$ cat src/rtl/vec_pkg.sv
// Shared types for the vector multiply-accumulate engine: operation modes and FSM states.
package vec_pkg;

   typedef enum logic [1:0] {
      MODE_DOT    = 2'b00,
      MODE_MUL    = 2'b01,
      MODE_AFFINE = 2'b10,
      MODE_RSVD   = 2'b11
   } mode_e;

   typedef enum logic [2:0] {
      ST_IDLE    = 3'd0,
      ST_LOAD_A  = 3'd1,
      ST_LOAD_B  = 3'd2,
      ST_COMPUTE = 3'd3,
      ST_OUTPUT  = 3'd4
   } state_e;

   function automatic logic is_reserved(input logic [1:0] mode);
      return mode == MODE_RSVD;
   endfunction

endpackage

$ cat src/rtl/vec_lane_alu.sv
// Per-element datapath: one WIDTH-bit product feeding the DOT/MUL/AFFINE result mux.
module vec_lane_alu
   import vec_pkg::*;
#(
   parameter int WIDTH = 8
) (
   input  mode_e            mode_i,
   input  logic [WIDTH-1:0] a_i,
   input  logic [WIDTH-1:0] b_i,
   input  logic [WIDTH-1:0] bias_i,
   input  logic [WIDTH-1:0] acc_i,
   output logic [WIDTH-1:0] res_o
);

   logic [WIDTH-1:0] prod;

   // Every intermediate is WIDTH bits, so all arithmetic wraps modulo 2^WIDTH.
   always_comb begin
      prod = a_i * b_i;
      case (mode_i)
         MODE_DOT:    res_o = acc_i + prod;
         MODE_MUL:    res_o = prod;
         MODE_AFFINE: res_o = prod + bias_i - b_i;
         default:     res_o = prod;
      endcase
   end

endmodule

$ cat src/rtl/vec_mac_engine.sv
// Vector MAC engine: streams in A and B, computes DOT/MUL/AFFINE one element per cycle,
// streams results out.
//
// state      | meaning
// IDLE       | waiting for start; done/err pulses appear here
// LOAD_A     | accepting LEN words into a[]
// LOAD_B     | accepting LEN words into b[]
// COMPUTE    | one element per cycle, LEN cycles
// OUTPUT     | presenting results on the out stream
module vec_mac_engine
   import vec_pkg::*;
#(
   parameter int WIDTH = 8,
   parameter int LEN   = 4
) (
   input  logic             clk,
   input  logic             reset,
   input  logic             start,
   input  logic [1:0]       mode,
   input  logic [WIDTH-1:0] bias,
   input  logic             abort,
   input  logic             in_valid,
   output logic             in_ready,
   input  logic [WIDTH-1:0] in_data,
   output logic             out_valid,
   input  logic             out_ready,
   output logic [WIDTH-1:0] out_data,
   output logic             busy,
   output logic             done,
   output logic             err
);

   localparam int IW = $clog2(LEN);
   localparam logic [IW-1:0] LAST_IDX = IW'(LEN - 1);

   state_e           state_q, state_d;
   mode_e            mode_q, mode_d;
   logic [WIDTH-1:0] bias_q, bias_d;
   logic [WIDTH-1:0] acc_q, acc_d;
   logic [IW-1:0]    idx_q, idx_d;
   logic             done_q, done_d;
   logic             err_q, err_d;

   logic [WIDTH-1:0] a_q [LEN];
   logic [WIDTH-1:0] b_q [LEN];
   logic [WIDTH-1:0] r_q [LEN];

   logic             in_fire;
   logic             out_fire;
   logic             last_idx;
   logic             advance;
   logic [WIDTH-1:0] alu_res;

   vec_lane_alu #(
      .WIDTH (WIDTH)
   ) u_alu (
      .mode_i (mode_q),
      .a_i    (a_q[idx_q]),
      .b_i    (b_q[idx_q]),
      .bias_i (bias_q),
      .acc_i  (acc_q),
      .res_o  (alu_res)
   );

   assign in_ready  = (state_q == ST_LOAD_A) || (state_q == ST_LOAD_B);
   assign out_valid = (state_q == ST_OUTPUT);
   assign busy      = (state_q != ST_IDLE);
   assign done      = done_q;
   assign err       = err_q;
   assign in_fire   = in_valid && in_ready;
   assign out_fire  = out_valid && out_ready;
   assign last_idx  = (idx_q == LAST_IDX);

   // Gated to zero outside OUTPUT so stale storage never leaks onto the port.
   always_comb begin
      out_data = '0;
      if (state_q == ST_OUTPUT) begin
         out_data = (mode_q == MODE_DOT) ? acc_q : r_q[idx_q];
      end
   end

   always_comb begin
      state_d = state_q;
      mode_d  = mode_q;
      bias_d  = bias_q;
      acc_d   = acc_q;
      done_d  = 1'b0;
      err_d   = 1'b0;
      advance = 1'b0;

      case (state_q)
         ST_IDLE: begin
            if (start) begin
               if (is_reserved(mode)) begin
                  err_d = 1'b1;
               end else begin
                  mode_d  = mode_e'(mode);
                  bias_d  = bias;
                  acc_d   = '0;
                  state_d = ST_LOAD_A;
               end
            end
         end
         ST_LOAD_A: begin
            advance = in_fire;
            if (in_fire && last_idx) state_d = ST_LOAD_B;
         end
         ST_LOAD_B: begin
            advance = in_fire;
            if (in_fire && last_idx) state_d = ST_COMPUTE;
         end
         ST_COMPUTE: begin
            advance = 1'b1;
            if (mode_q == MODE_DOT) acc_d = alu_res;
            if (last_idx) state_d = ST_OUTPUT;
         end
         ST_OUTPUT: begin
            advance = out_fire;
            if (out_fire && ((mode_q == MODE_DOT) || last_idx)) begin
               state_d = ST_IDLE;
               done_d  = 1'b1;
            end
         end
         default: state_d = ST_IDLE;
      endcase

      // Abort overrides any handshake completing on the same edge.
      if (abort && (state_q != ST_IDLE)) begin
         state_d = ST_IDLE;
         done_d  = 1'b0;
      end

      if (state_d != state_q) begin
         idx_d = '0;
      end else if (advance) begin
         idx_d = idx_q + 1'b1;
      end else begin
         idx_d = idx_q;
      end
   end

   always_ff @(posedge clk or posedge reset) begin
      if (reset) begin
         state_q <= ST_IDLE;
         mode_q  <= MODE_DOT;
         bias_q  <= '0;
         acc_q   <= '0;
         idx_q   <= '0;
         done_q  <= 1'b0;
         err_q   <= 1'b0;
      end else begin
         state_q <= state_d;
         mode_q  <= mode_d;
         bias_q  <= bias_d;
         acc_q   <= acc_d;
         idx_q   <= idx_d;
         done_q  <= done_d;
         err_q   <= err_d;
      end
   end

   // Storage is not reset; it is only visible in OUTPUT after being rewritten.
   always_ff @(posedge clk) begin
      if (in_fire && (state_q == ST_LOAD_A)) a_q[idx_q] <= in_data;
      if (in_fire && (state_q == ST_LOAD_B)) b_q[idx_q] <= in_data;
      if ((state_q == ST_COMPUTE) && (mode_q != MODE_DOT)) r_q[idx_q] <= alu_res;
   end

endmodule

$ cat config.mk
export PLATFORM = sky130hd
export DESIGN_NAME = vec_mac_engine
export DESIGN_NICKNAME = d
export VERILOG_FILES = /design/src/rtl/vec_pkg.sv /design/src/rtl/vec_lane_alu.sv /design/src/rtl/vec_mac_engine.sv
export SDC_FILE = /design/constraint.sdc
export NUM_CORES = 1
export LEC_CHECK = 0
export BUFFER_PORTS_ARGS = -buffer_cell sky130_fd_sc_hd__buf_2
export CAP_MARGIN = 10
export CORE_ASPECT_RATIO = 1.25
export CORE_MARGIN = 4
export CORE_UTILIZATION = 34
export DETAILED_ROUTE_END_ITERATION = 8
export GPL_ROUTABILITY_DRIVEN = 0
export SYNTH_ARGS = -nofsm -noshare
export SYNTH_HDL_FRONTEND = slang
export SYNTH_SLANG_ARGS = --single-unit
$ cat constraint.sdc
create_clock -name clk -period 12.41 [get_ports clk]
set_input_delay 2.482 -clock clk [delete_from_list [all_inputs] [get_ports clk]]
set_output_delay 2.482 -clock clk [all_outputs]
set_load 0.02 [all_outputs]
# Word level (Yosys, flattened, before mapping)
# Memories as Yosys holds them, arrays and structs flattened.
# Cells that the tools add are included.
[totals]
input_bits = 24
mem_bits_rw = 96
memories = 3
regBits = 25
[mem_list]
columns = ["memory", "depth", "width", "rd", "rd_clocked_by_memory_dff", "wr", "line_no", "source"]
rows = [
  ["a_q", 4, 8, 1, 0, 1, "vec_mac_engine.sv:44", "logic [WIDTH-1:0] a_q [LEN];"],
  ["b_q", 4, 8, 1, 0, 1, "vec_mac_engine.sv:45", "logic [WIDTH-1:0] b_q [LEN];"],
  ["r_q", 4, 8, 1, 0, 1, "vec_mac_engine.sv:46", "logic [WIDTH-1:0] r_q [LEN];"],
]
[op_classes]
n_eq_ne = 11
n_mux = 30
n_mul = 1
addsub = 4
n_bitwise = 1
reduce_logical = 19
[ops]
columns = ["operator", "count"]
rows = [
  ["$mux 8", 5],
  ["$pmux 8 s2", 2],
  ["$mux 3", 7],
  ["$add 8x8->8", 2],
  ["$pmux 3 s5", 1],
  ["$mux 1", 12],
  ["$logic_and 1x1->1", 8],
  ["$mul 8x8->8", 1],
  ["$sub 8x8->8", 1],
  ["$eq 2x2->1 const B", 3],
  ["$eq 3x2->1 const B", 2],
  ["$ne 2x2->1 const B", 3],
  ["$reduce_bool 2->1", 3],
  ["$mux 2", 2],
  ["$reduce_and 4->1", 1],
  ["$eq 3x1->1 const B", 1],
  ["$eq 3x3->1 const B", 1],
  ["$logic_not 3->1", 1],
  ["$ne 3x3->1", 1],
  ["$pmux 1 s3", 1],
  ["$reduce_and 3->1", 1],
  ["$reduce_bool 3->1", 1],
  ["$add 2x1->2 const B", 1],
  ["$logic_not 2->1", 1],
  ["3 further kinds", 4],
]

# Longest topological paths before layout
# Gate-level depths: netlist of run 1.
[depth]
depth_word = 9
ltp_mapped = 24
mapped_depth_nobuf = 22

# By module
# A second synthesis of run 1 with hierarchy kept.
[unflattened]
hier_cells = 499
hier_area_um2 = 6631.4
[by_module_without_submodules]
columns = ["mod", "cells_per_inst", "seq_area_each_um2", "instances", "area_each_um2"]
rows = [
  ["vec_mac_engine", 282, 3508.4, 1, 4883.4],
  ["vec_lane_alu", 217, 0.0, 1, 1747.9],
]

# Worst setup path after synthesis of run 1
# Ideal clock, no wire load.
[synth_path]
path_kind = "reg2reg"
start = "reg idx_q[0]"
end = "mem r_q[0][7] (data pin)"
synth_period_minus_slack_ns = 5.749
setup_ns = 0.275
t_arrival_ns = 5.474
path_stages_with_launch = 23
slack_ns = 6.661
t_required_ns = 12.135
path_buffers = 2
path_cell_list = "dfrtp_1 -> buf_6 -> buf_12 -> mux4_2 -> and2_1 -> ha_1 -> fa_1 -> ha_1 -> inv_1 -> fa_1 -> inv_1 -> ha_1 -> a21o_1 -> a21oi_1 -> xnor2_1 -> inv_1 -> fa_1 -> inv_1 -> ha_1 -> a2111oi_0 -> nor3_1 -> o31ai_1 -> xnor2_1"
[synth_via]
elab_chain_len = 5
elab_cells_between_ends = 7
classes_between = "add/sub (3); mul (1); mux (1); memory (2)"
[synth_rtl]
columns = ["element", "line_no", "source"]
rows = [
  ["start: declaration", "vec_mac_engine.sv:40", "logic [IW-1:0] idx_q, idx_d;"],
  ["start signal: assignment", "vec_mac_engine.sv:156", "idx_q <= idx_d;"],
  ["$mem_v2 4x8, on equally long branches", "--", ""],
  ["$mul 8x8->8", "vec_lane_alu.sv:19", "prod = a_i * b_i;"],
  ["$add 8x8->8", "vec_lane_alu.sv:23", "MODE_AFFINE: res_o = prod + bias_i - b_i;"],
  ["$sub 8x8->8", "vec_lane_alu.sv:23", ""],
  ["$pmux 8 s2 *", "vec_lane_alu.sv:20", "case (mode_i)"],
  ["named net alu_res[7]", "vec_mac_engine.sv:52", "logic [WIDTH-1:0] alu_res;"],
  ["end: declaration", "vec_mac_engine.sv:46", ""],
]
# Mark *: on every way through the listed nets, which the timed path passes. The rest lies on a longest branch.

# Worst setup path after layout of run 1
[layout_path]
start = "reg idx_q[0]"
end = "mem r_q[1][7] (data pin)"
# The elaborated chain is that of the path after synthesis.

==> summary.md, run 1 <==
| Metric | Value |
|---|---|
| Share of layout cells above drive strength 1 | `19.7%` |
| H-tree levels | `4` |
| Clk root buf | `clkbuf_16` |
| Chip height | `~170 µm` |
| Final Skew | `around 0.01 ns` |
| Design Area, Final | `between 0.007 and 0.008 mm²` |
| Post-DP HPWL | `10200 µm` |
| CP max FO | `19` |
| Endpoints failing setup | `0` |
| Placed Instance Area | `just over 0.007 mm²` |
| Gr ovfl total | `0` |
| Vias in the first global route | `around 4.2k` |
| # rows | `57` |
| Hold slack | `0.526 ns` |
| Status | `finished, final reports clean` |
| Endpoints failing hold | `0` |
| Antenna Cells | `0` |
| Max transition margin | `between 30% and 40%` |
| Syn_area_per_cell | `between 10 and 15 µm²` |
| Fmax | `approximately 150 MHz` |
| Clock latency on the worst-skew pair | `0.42 ns` |
| # resized after CTS | `0` |
| Yosys reg bits | `121` |
| Fill count | `roughly 1.8k` |
| Post-Route WL | `about 14000 µm` |
| Die width | `134 µm` |
| Layout area overhead | `15.1%` |
| Post-synth EDFFs | `96` |
| Initial DRT Pass Iterations | `4` |
| CTS tree | `yes` |
| Max Root-Sink Buffers | `2` |
| DR WL/cell | `between 15 and 20 µm` |
| Via count | `3943` |
| Slew Limit Fails | `0` |
| Port Buf Inserts | `36` |
| Netlist cell types | `54` |
| ANT nets after route | `0` |
| Clock sink count | `between 100 and 150` |
| Nets | `621` |
| Crit share post-route | `between 50% and 60%` |
| # IOs | `37` |
| RSZ-0062 raised after global routing | `false` |
| CTS clock-pin slew for the worst setup and hold paths | `roughly 0.050 ns` |
| Starting density of the core | `between 30 and 40%` |
| Vias per cell | `slightly below 5` |
| Gr usage total | `a little over an eighth` |
| Fraction of synthesis flops using an asynchronous set or reset pin | `about a fifth` |
| CP arrival | `just under 7 ns` |
| Post-synth top flop | `edfxtp_1` |
| Final min period | `around 7 ns` |
| Worst-Margin Slew | `about 0.90 ns` |
| CP required | `approximately 13 ns` |
| CTS buffer count | `17` |
| DR iter-0 viols | `about 150` |
| Area of the core | `between 0.015 and 0.02 mm²` |
| Worst hold-check path type | `flip-flop to flip-flop` |
| Setup_tns | `0 ns` |
| Seq/Total Area, Yosys | `between 50 and 60%` |
| Initial antenna violation count | `0` |
| Mapped Cells | `~500` |
| Max cap viols | `0` |
| Post-CTS Setup Bufs | `0` |
| Die Area | `between 0.02 and 0.025 mm²` |
| Critical path class | `flip-flop to flip-flop` |
| Ys Warns | `0` |
| # DRC | `0` |
| Mapped Area | `between 0.006 and 0.007 mm²` |
| Syn nets | `roughly 580` |
| First-pass GRT wire length | `22800 µm` |
| Largest net degree at the start of global routing | `29` |
| Worst setup SP type | `flip-flop` |
| CP endpoint kind | `flip-flop` |
| CTS Hold Bufs | `0` |
==> cell usage after synthesis (8+ instances only) <==
master     n  share of area, %
mux4_2    20               6.7
clkbuf_1   8              0.45
xnor2_1   21               2.7
mux2_2     8               1.3
edfxtp_1  96                43
nand3_1    9              0.67
dfrtp_1   25               9.3
nor2_1    19               1.1
fa_1      20               6.0
and2_1    30               2.8
ha_1      34               6.3
nor3_1     9              0.67
inv_1     49               2.7
nand2_1   43               2.4
a21oi_1   22               1.6
o21ai_0   13              0.97
==> layout by cell type, fill, tap and decap left out, types with 8 or more instances in the layout <==
cell / n
xnor2_1: 21
ha_1: 34
dfrtp_1: 25
nand2_1: 43
buf_2: 36
nand3_1: 9
mux4_2: 20
nor2_1: 19
a21oi_1: 22
fa_1: 20
edfxtp_1: 96
o21ai_0: 13
nor3_1: 9
and2_1: 30
clkbuf_16: 17
inv_1: 49
mux2_2: 8
==> layout make-up <==
class | count | area [µm²] | area share, %
Inverter | 49 | 184 | 2.38
Multi-Input combinational cell | 315 | 2900 | 37.5
Tap cell | 265 | 332 | 4.29
Clock inverter | 13 | 156 | 2.02
Clock buffer | 17 | 425 | 5.51
Sequential cell | 121 | 3510 | 45.4
Timing Repair Buffer | 39 | 223 | 2.88
==> metrics by stage <==
| stage | instances | util (%) | setup slack, ns |
|---|---|---|---|
| floorplan | 501 | - | 6.66 |
| global placement | 788 | 36.7 | 5.65 |
| detailed placement | 788 | 36.7 | 5.52 |
| CTS | 818 | 39.7 | 5.50 |
| global route | 819 | 39.8 | 5.11 |
| finish | 819 | 39.8 | 5.61 |
==> routing by layer <==
metal / up-vias / wire length, µm / global-route usage (%)
li1: 1877 / - / -
met1: 1995 / 5860 / 16.1
met2: 60 / 7630 / 24.6
met3: 11 / 383 / 3.64
met4: 0 / 193 / 4.21
met5: - / 0 / 0
==> worst max-delay path, cell delays in order (launching register included) <==
cell and delay, ns:
dfrtp_1 0.69, buf_4 0.44, mux4_1 0.74, and2_1 0.20, ha_1 0.21, fa_1 0.48, ha_1 0.28, inv_1 0.05
fa_1 0.53, inv_1 0.07, ha_1 0.29, a21o_1 0.15, a21oi_1 0.17, xnor2_1 0.17, inv_1 0.11, fa_1 0.51
inv_1 0.04, ha_1 0.20, a2111oi_0 0.60, nor3_1 0.11, o31ai_1 0.31, xnor2_1 0.17
==> cells by family (layout without fill, tap and decap cells) <==
logic type                 after synthesis  count (layout)  share of synthesized area, %
AOI/OAI and AO/OA                       64              64                          6.00
muxes                                   36              36                          10.2
DFF                                    121             121                          52.2
xor gates and xnor gates                32              32                          5.18
adders and majority gates               54              54                          12.3
and+or+nand+nor                        129             129                          9.47
buffers and inverters                   65             118                          4.60
==> registers in the layout (all words and copies together), names as in the netlist <==
register	count
idx_q	2
bias_q	8
state_q	3
err	1
mode_q	2
r_q	32
b_q	32
done	1
a_q	32
acc_q	8
==> path summary, 6_finish.rpt <==
kind                                  startpoint               endpoint  slack [ns]  cells after the start
setup / recovery            idx_q[0]$_DFFE_PP0P_    r_q[1][7]$_DFFE_PP_        5.61                     21
hold / removal             bias_q[0]$_DFFE_PP0P_  bias_q[0]$_DFFE_PP0P_        0.53                      1
setup reg to reg            idx_q[0]$_DFFE_PP0P_    r_q[1][7]$_DFFE_PP_        5.61                     21
hold reg to reg            bias_q[0]$_DFFE_PP0P_  bias_q[0]$_DFFE_PP0P_        0.53                      1
max in group asynchronous                  reset   acc_q[7]$_DFFE_PP0P_        9.75                      3
min in group asynchronous                  reset  bias_q[1]$_DFFE_PP0P_        2.15                      2
Power of run 1 is not shown: default switching activity piles up to over one toggle a cycle in this logic, so the estimate is an artifact.
==> inputs of run 2 (changes only) <==
==> constraint.sdc (replaced) <==
create_clock -name clk -period 7 [get_ports clk]
set_input_delay 1.4 -clock clk [delete_from_list [all_inputs] [get_ports clk]]
set_output_delay 1.4 -clock clk [all_outputs]
set_load 0.02 [all_outputs]
==> run 2 against run 1 <==
Against the previous run:
- utilization is 0.49 points higher
- wire length barely moved
- via count grew 1.0%
- first-iteration DRC count grew 22%
- die area did not move
- non-clock buffer count is 2 higher
- clock skew is 0.0012 ns lower
- cell area rose by 1.2%
- flip-flop and latch count unchanged
- setup slack got worse by 5.0 ns
- critical endpoint is now r_q[0][7]$_DFFE_PP_
- highest routed layer unchanged
==> summary.md, run 2 (synthesis gave the netlist of run 1 again) <==
| Metric | Value |
|---|---|
| Status | `finished, final reports clean` |
| Worst setup path endpoint | `r_q[0][7]$_DFFE_PP_` |
| DR WL/cell | `17.1 µm (-0.47%)` |
| Placed Instances | `790 (+0.25%)` |
| Final Skew | `0.00881 ns (-0.00119 ns)` |
| # DRC | `0 (unchanged)` |
| Via count | `3983 (+1.0%)` |
| Slew Limit Fails | `0 (unchanged)` |
| Met2 wire length | `7460 µm (-2.2%)` |
| Final min period | `6.36 ns (-0.436 ns)` |
| Post-DP HPWL | `10200 µm (+0.47%)` |
| Crit path depth | `20 (-4.8%)` |
| CTS clock-pin slew for the worst setup and hold paths | `0.06 ns (about the same)` |
| Worst hold-check path type | `flip-flop to flip-flop` |
| Placed Instance Area | `0.00713 mm² (+0.21%)` |
| # rows | `57 (unchanged)` |
| Setup_tns | `0 ns (unchanged)` |
| Gr ovfl total | `0 (unchanged)` |
| Worst R2R End | `r_q[0][7]$_DFFE_PP_` |
| RSZ-0062 raised after global routing | `false` |
| DR iter-0 viols | `187 (+22%)` |
| CP max FO | `17 (-2)` |
| Clk root buf | `clkbuf_16` |
| Endpoints failing setup | `0 (unchanged)` |
| Share of layout cells above drive strength 1 | `20.8% (+1.1 points)` |
| Fill count | `1813 (-1.8%)` |
| Critical Path Source | `idx_q[1]$_DFFE_PP0P_` |
| Worst path buffer plus inverter count | `5 (unchanged)` |
| CP max-delay cell | `dfrtp_1` |
| CP required | `7.14 ns (-5.40 ns)` |
| Vias per cell | `4.84 (+0.52%)` |
| Reg2reg path depth | `20 (-4.8%)` |
| Critical path, cell by cell | `buf_4 > mux4_1 > and2_1 > fa_1 > ha_1 > inv_1 > fa_1 > inv_1 > ha_1 > a21o_1 > a21oi_1 > xnor2_1 > inv_1 > fa_1 > inv_1 > ha_1 > a2111oi_0 > nor3_1 > o31ai_1 > xnor2_1` |
| Post-CTS Setup Bufs | `0 (unchanged)` |
| ANT nets after route | `0 (unchanged)` |
| Crit-path max cell delay | `0.67 ns (-0.07 ns)` |
| Commonest non-fill, non-tap cell in the layout | `edfxtp_1` |
| CTS buffer count | `17 (unchanged)` |
| Nets | `623 (+0.32%)` |
| CP arrival | `6.51 ns (-0.42 ns)` |
| CP endpoint kind | `flip-flop` |
| Final Non-Filler Cells | `823 (+0.49%)` |
| Critical path class | `flip-flop to flip-flop` |
| Layout area overhead | `16.5%` |
| Gr usage total | `13.8% (+0.085 points)` |
| Clock sink count | `121 (unchanged)` |
| Top Registers | `a_q x32, b_q x32, r_q x32` |
| Reg2reg start | `idx_q[1]$_DFFE_PP0P_` |
| Die width | `134 µm (unchanged)` |
| Antenna Cells | `0 (unchanged)` |
| First-pass GRT wire length | `23100 µm (+1.5%)` |
| # IOs | `37 (unchanged)` |
| Kind of cell adding the most delay to the critical path | `adder cells` |
| Worst Min Path Start | `bias_q[6]$_DFFE_PP0P_` |
| Port Buf Inserts | `36 (unchanged)` |
| Area of the core | `0.0194 mm² (unchanged)` |
| DR top layer | `met4` |
| Worst setup SP type | `flip-flop` |
| Most frequent cells in the layout | `edfxtp_1 (96), inv_1 (49), nand2_1 (43)` |
| Wl on met1 | `5690 µm (-3.0%)` |
| Crit share post-route | `90.9% (+36 points)` |
| Worst-Margin Slew | `0.897 ns (-0.00167 ns)` |
| Wire length on met3 | `504 µm (+32%)` |
| H-tree levels | `4 (unchanged)` |
| Fmax | `157 MHz (+6.9%)` |
| CTS tree | `yes` |
| Max Root-Sink Buffers | `2 (unchanged)` |
| Initial antenna violation count | `0 (unchanged)` |
| CP most frequent cell | `inv_1` |
| Chip height | `165 µm (unchanged)` |
| Vias in the first global route | `4353 (+3.1%)` |
| Max transition margin | `40.0% (+0.11 points)` |
| Initial DRT Pass Iterations | `5 (+1)` |
| Largest net degree at the start of global routing | `26 (-10%)` |
| Post-Route WL | `14100 µm (about the same)` |
| Clock latency on the worst-skew pair | `0.42 ns (about the same)` |
| Flop2flop setup slack | `0.64 ns (-4.97 ns)` |
| Starting density of the core | `34.6% (unchanged)` |
| Die Area | `0.0221 mm² (unchanged)` |
| Design Area, Final | `0.00782 mm² (+1.2%)` |
| Endpoints failing hold | `0 (unchanged)` |
| Max cap viols | `0 (unchanged)` |
[run 2: cell types whose count changed in the layout (fill, tap and decap cells not counted), moves of 2 or more]
cell	delta
buf_4	+2
bufinv_16	+2
clkinv_1	-2
clkinvlp_4	-2
inv_6	+5
[run 2: per-stage QoR]
step                      util, %  setup slack (ns)  hold slack, ns
after floorplan                 -              1.25           0.479
after global placement       36.8             0.648           0.496
after detailed placement     36.8             0.454           0.496
after CTS                    40.2             0.434           0.511
after global routing         40.3             0.134           0.525
final                        40.3             0.635           0.508
[run 2: worst min-delay path by stage]
stage | to | slack, ns | cells past startpoint
2_1_floorplan | bias_q[4]$_DFFE_PP0P_ | 0.48 | 1
3_3_place_gp | bias_q[6]$_DFFE_PP0P_ | 0.50 | 1
3_5_place_dp | bias_q[4]$_DFFE_PP0P_ | 0.50 | 1
4_1_cts | bias_q[6]$_DFFE_PP0P_ | 0.51 | 1
5_1_grt | bias_q[4]$_DFFE_PP0P_ | 0.52 | 1
6_report | bias_q[6]$_DFFE_PP0P_ | 0.51 | 1
[run 2: routing by layer]
metal	track usage, %	vias up
met2	24.2	85
met1	16.1	1991
met3	3.27	29
li1	-	1878
met4	6.13	0
met5	0	-
[run 2: what timing repair did]
action / in CTS / in global routing
setup endpoints to repair: 0 / 4
hold buffers: 0 / 0
resized for setup: 0 / 1
[run 2: layout make-up]
type	instances	area, µm²	share of cell area (%)
Clock buffer	17	425	5.44
Clock inverter	15	235	3.01
Inverter	49	184	2.35
Multi-Input combinational cell	315	2900	37.1
Sequential cell	121	3510	44.9
Tap cell	265	332	4.24
Timing Repair Buffer	41	238	3.04
Power of run 2 is left out for the same reason.
==> inputs of run 3 (changes only) <==
--- a/config.mk
+++ b/config.mk
@@ -9,9 +9,10 @@
 export CAP_MARGIN = 10
 export CORE_ASPECT_RATIO = 1.25
 export CORE_MARGIN = 4
-export CORE_UTILIZATION = 34
+export CORE_UTILIZATION = 48
 export DETAILED_ROUTE_END_ITERATION = 8
 export GPL_ROUTABILITY_DRIVEN = 0
+export PLACE_DENSITY = 0.65
 export SYNTH_ARGS = -nofsm -noshare
 export SYNTH_HDL_FRONTEND = slang
 export SYNTH_SLANG_ARGS = --single-unit
==> run 3 against run 2 <==
Against the previous run:
- global-route usage increased by 5.3 points
- sequential share of layout area increased by 1.1 points
- flip-flop and latch count unchanged
- register-to-register slack improved by 0.02 ns
- cell count decreased by 11%
==> summary.md, run 3 (synthesis gave the netlist of run 1 again) <==
| Metric | Value |
|---|---|
| Status | `finished, final reports clean` |
| # DRC | `0 (unchanged)` |
| Most frequent cells in the layout | `edfxtp_1 (96), inv_1 (49), nand2_1 (43)` |
| Share of layout cells above drive strength 1 | `20.1% (-0.72 points)` |
| Clock sink count | `121 (unchanged)` |
| Commonest non-fill, non-tap cell in the layout | `edfxtp_1` |
| Storage cell area | `0.00351 mm² (about the same)` |
| Fill count | `1122 (-38%)` |
| Max Root-Sink Buffers | `2 (unchanged)` |
| Gr ovfl total | `0 (unchanged)` |
| Fmax | `158 MHz (+0.30%)` |
| Post-CTS Setup Bufs | `0 (unchanged)` |
| H-tree levels | `4 (unchanged)` |
| CP required | `7.14 ns (about the same)` |
| Antenna Cells | `0 (unchanged)` |
| Top Registers | `a_q x32, b_q x32, r_q x32` |
| Final Skew | `0.0129 ns (+0.00409 ns)` |
| DR WL/cell | `19.2 µm (+13%)` |
| CTS buffer count | `17 (unchanged)` |
| Nets | `623 (unchanged)` |
| Max cap viols | `0 (unchanged)` |
| Final core utilization | `55.5% (+15 points)` |
| First-pass GRT wire length | `23100 µm (+0.15%)` |
| CTS tree | `yes` |
| Area occupied by multi-input gates | `0.00290 mm² (unchanged)` |
| Worst setup SP type | `flip-flop` |
| Post-Route WL | `14100 µm (+0.22%)` |
| CP max FO | `9 (-8)` |
| Starting density of the core | `48.8% (+14 points)` |
| Port Buf Inserts | `36 (unchanged)` |
| Worst path buffer plus inverter count | `5 (unchanged)` |
| Final min period | `6.35 ns (-0.0190 ns)` |
| Die width | `114 µm (-15%)` |
| CP max-delay cell | `mux4_1` |
| Post-DP HPWL | `10100 µm (-1.7%)` |
| Worst hold-check path type | `flip-flop to flip-flop` |
| Final Non-Filler Cells | `733 (-11%)` |
| Kind of cell adding the most delay to the critical path | `adder cells` |
| Layout area overhead | `13.7%` |
| DR iter-0 viols | `212 (+13%)` |
| Chip height | `140 µm (-15%)` |
| Crit share post-route | `90.7% (-0.27 points)` |
| Initial antenna violation count | `0 (unchanged)` |
| Critical path class | `flip-flop to flip-flop` |
| # resized after CTS | `0 (unchanged)` |
| RSZ-0062 raised after global routing | `false` |
| Clock latency on the worst-skew pair | `0.41 ns (about the same)` |
| Vias per cell | `5.44 (+12%)` |
| CTS clock-pin slew for the worst setup and hold paths | `0.06 ns (about the same)` |
| CTS Hold Bufs | `0 (unchanged)` |
| CP endpoint kind | `flip-flop` |
| Largest net degree at the start of global routing | `26 (unchanged)` |
| Initial DRT Pass Iterations | `5 (unchanged)` |
| Crit-path max cell delay | `0.72 ns (+0.05 ns)` |
| Hold slack | `0.504 ns (-0.00388 ns)` |
| Gr usage total | `19.1% (+5.3 points)` |
| # rows | `48 (-16%)` |
| CP most frequent cell | `inv_1` |
| Endpoints failing setup | `0 (unchanged)` |
| ANT nets after route | `0 (unchanged)` |
| Worst-Margin Slew | `0.900 ns (+0.00290 ns)` |
| Clk root buf | `clkbuf_16` |
| # IOs | `37 (unchanged)` |
| Via count | `3986 (+0.075%)` |
| Max transition margin | `39.8% (-0.19 points)` |
| Endpoints failing hold | `0 (unchanged)` |
| Area of the core | `0.0138 mm² (-29%)` |
| Slew Limit Fails | `0 (unchanged)` |
| Setup_tns | `0 ns (unchanged)` |
| Vias in the first global route | `4287 (-1.5%)` |
| Placed Instances | `700 (-11%)` |
| CP arrival | `6.48 ns (-0.03 ns)` |
| Die Area | `0.0160 mm² (-28%)` |
| Critical path, cell by cell | `buf_4 > mux4_1 > and2_1 > fa_1 > ha_1 > inv_1 > fa_1 > inv_1 > ha_1 > a21o_1 > a21oi_1 > xnor2_1 > inv_1 > fa_1 > inv_1 > ha_1 > a2111oi_0 > nor3_1 > o31ai_1 > xnor2_1` |
run 3: layout make-up:
class                           count  area share (%)
Clock inverter                     13            2.02
Tap cell                          175            2.87
Inverter                           49            2.41
Sequential cell                   121            46.0
Timing Repair Buffer               41            3.11
Clock buffer                       19            5.67
Multi-Input combinational cell    315            38.0
run 3: per-stage QoR:
stage	worst slack, ns	cell area, µm²
2_1_floorplan	1.25	6720
4_1_cts	0.579	7610
6_report	0.654	7630
3_5_place_dp	0.603	7020
5_1_grt	0.161	7630
3_3_place_gp	0.731	7020
run 3: routing by layer:
layer  up-vias  routed length, µm  global-route usage (%)  part of all wire, %
met2        83               7790                    33.4                   55
met3        15                480                    4.32                  3.4
li1       1882                  -                       -                    -
met4         0                175                    5.32                  1.2
met1      2006               5660                    23.9                   40
met5         -                  0                       0                    0
run 3: worst reg2reg max path: cells and delay by family (launching register included):
kind / cells / cell delay, ns
fa+ha+maj: 6 / 2.28
xor+xnor: 2 / 0.34
compound gates: 4 / 1.19
flops: 1 / 0.64
mux: 1 / 0.73
simple gates: 2 / 0.33
buf+inv: 5 / 0.57
run 3: final timing paths:
path / depth (start not counted) / slack [ns] / to / startpoint
setup reg to reg: 20 / 0.65 / r_q[3][7]$_DFFE_PP_ / idx_q[0]$_DFFE_PP0P_
max in group asynchronous: 3 / 5.61 / bias_q[0]$_DFFE_PP0P_ / reset
hold / removal: 1 / 0.50 / bias_q[6]$_DFFE_PP0P_ / bias_q[6]$_DFFE_PP0P_
setup / recovery: 20 / 0.65 / r_q[3][7]$_DFFE_PP_ / idx_q[0]$_DFFE_PP0P_
min in group asynchronous: 2 / 0.95 / state_q[1]$_DFF_PP0_ / reset
hold reg to reg: 1 / 0.50 / bias_q[6]$_DFFE_PP0P_ / bias_q[6]$_DFFE_PP0P_
Power of run 3 is left out for the same reason.
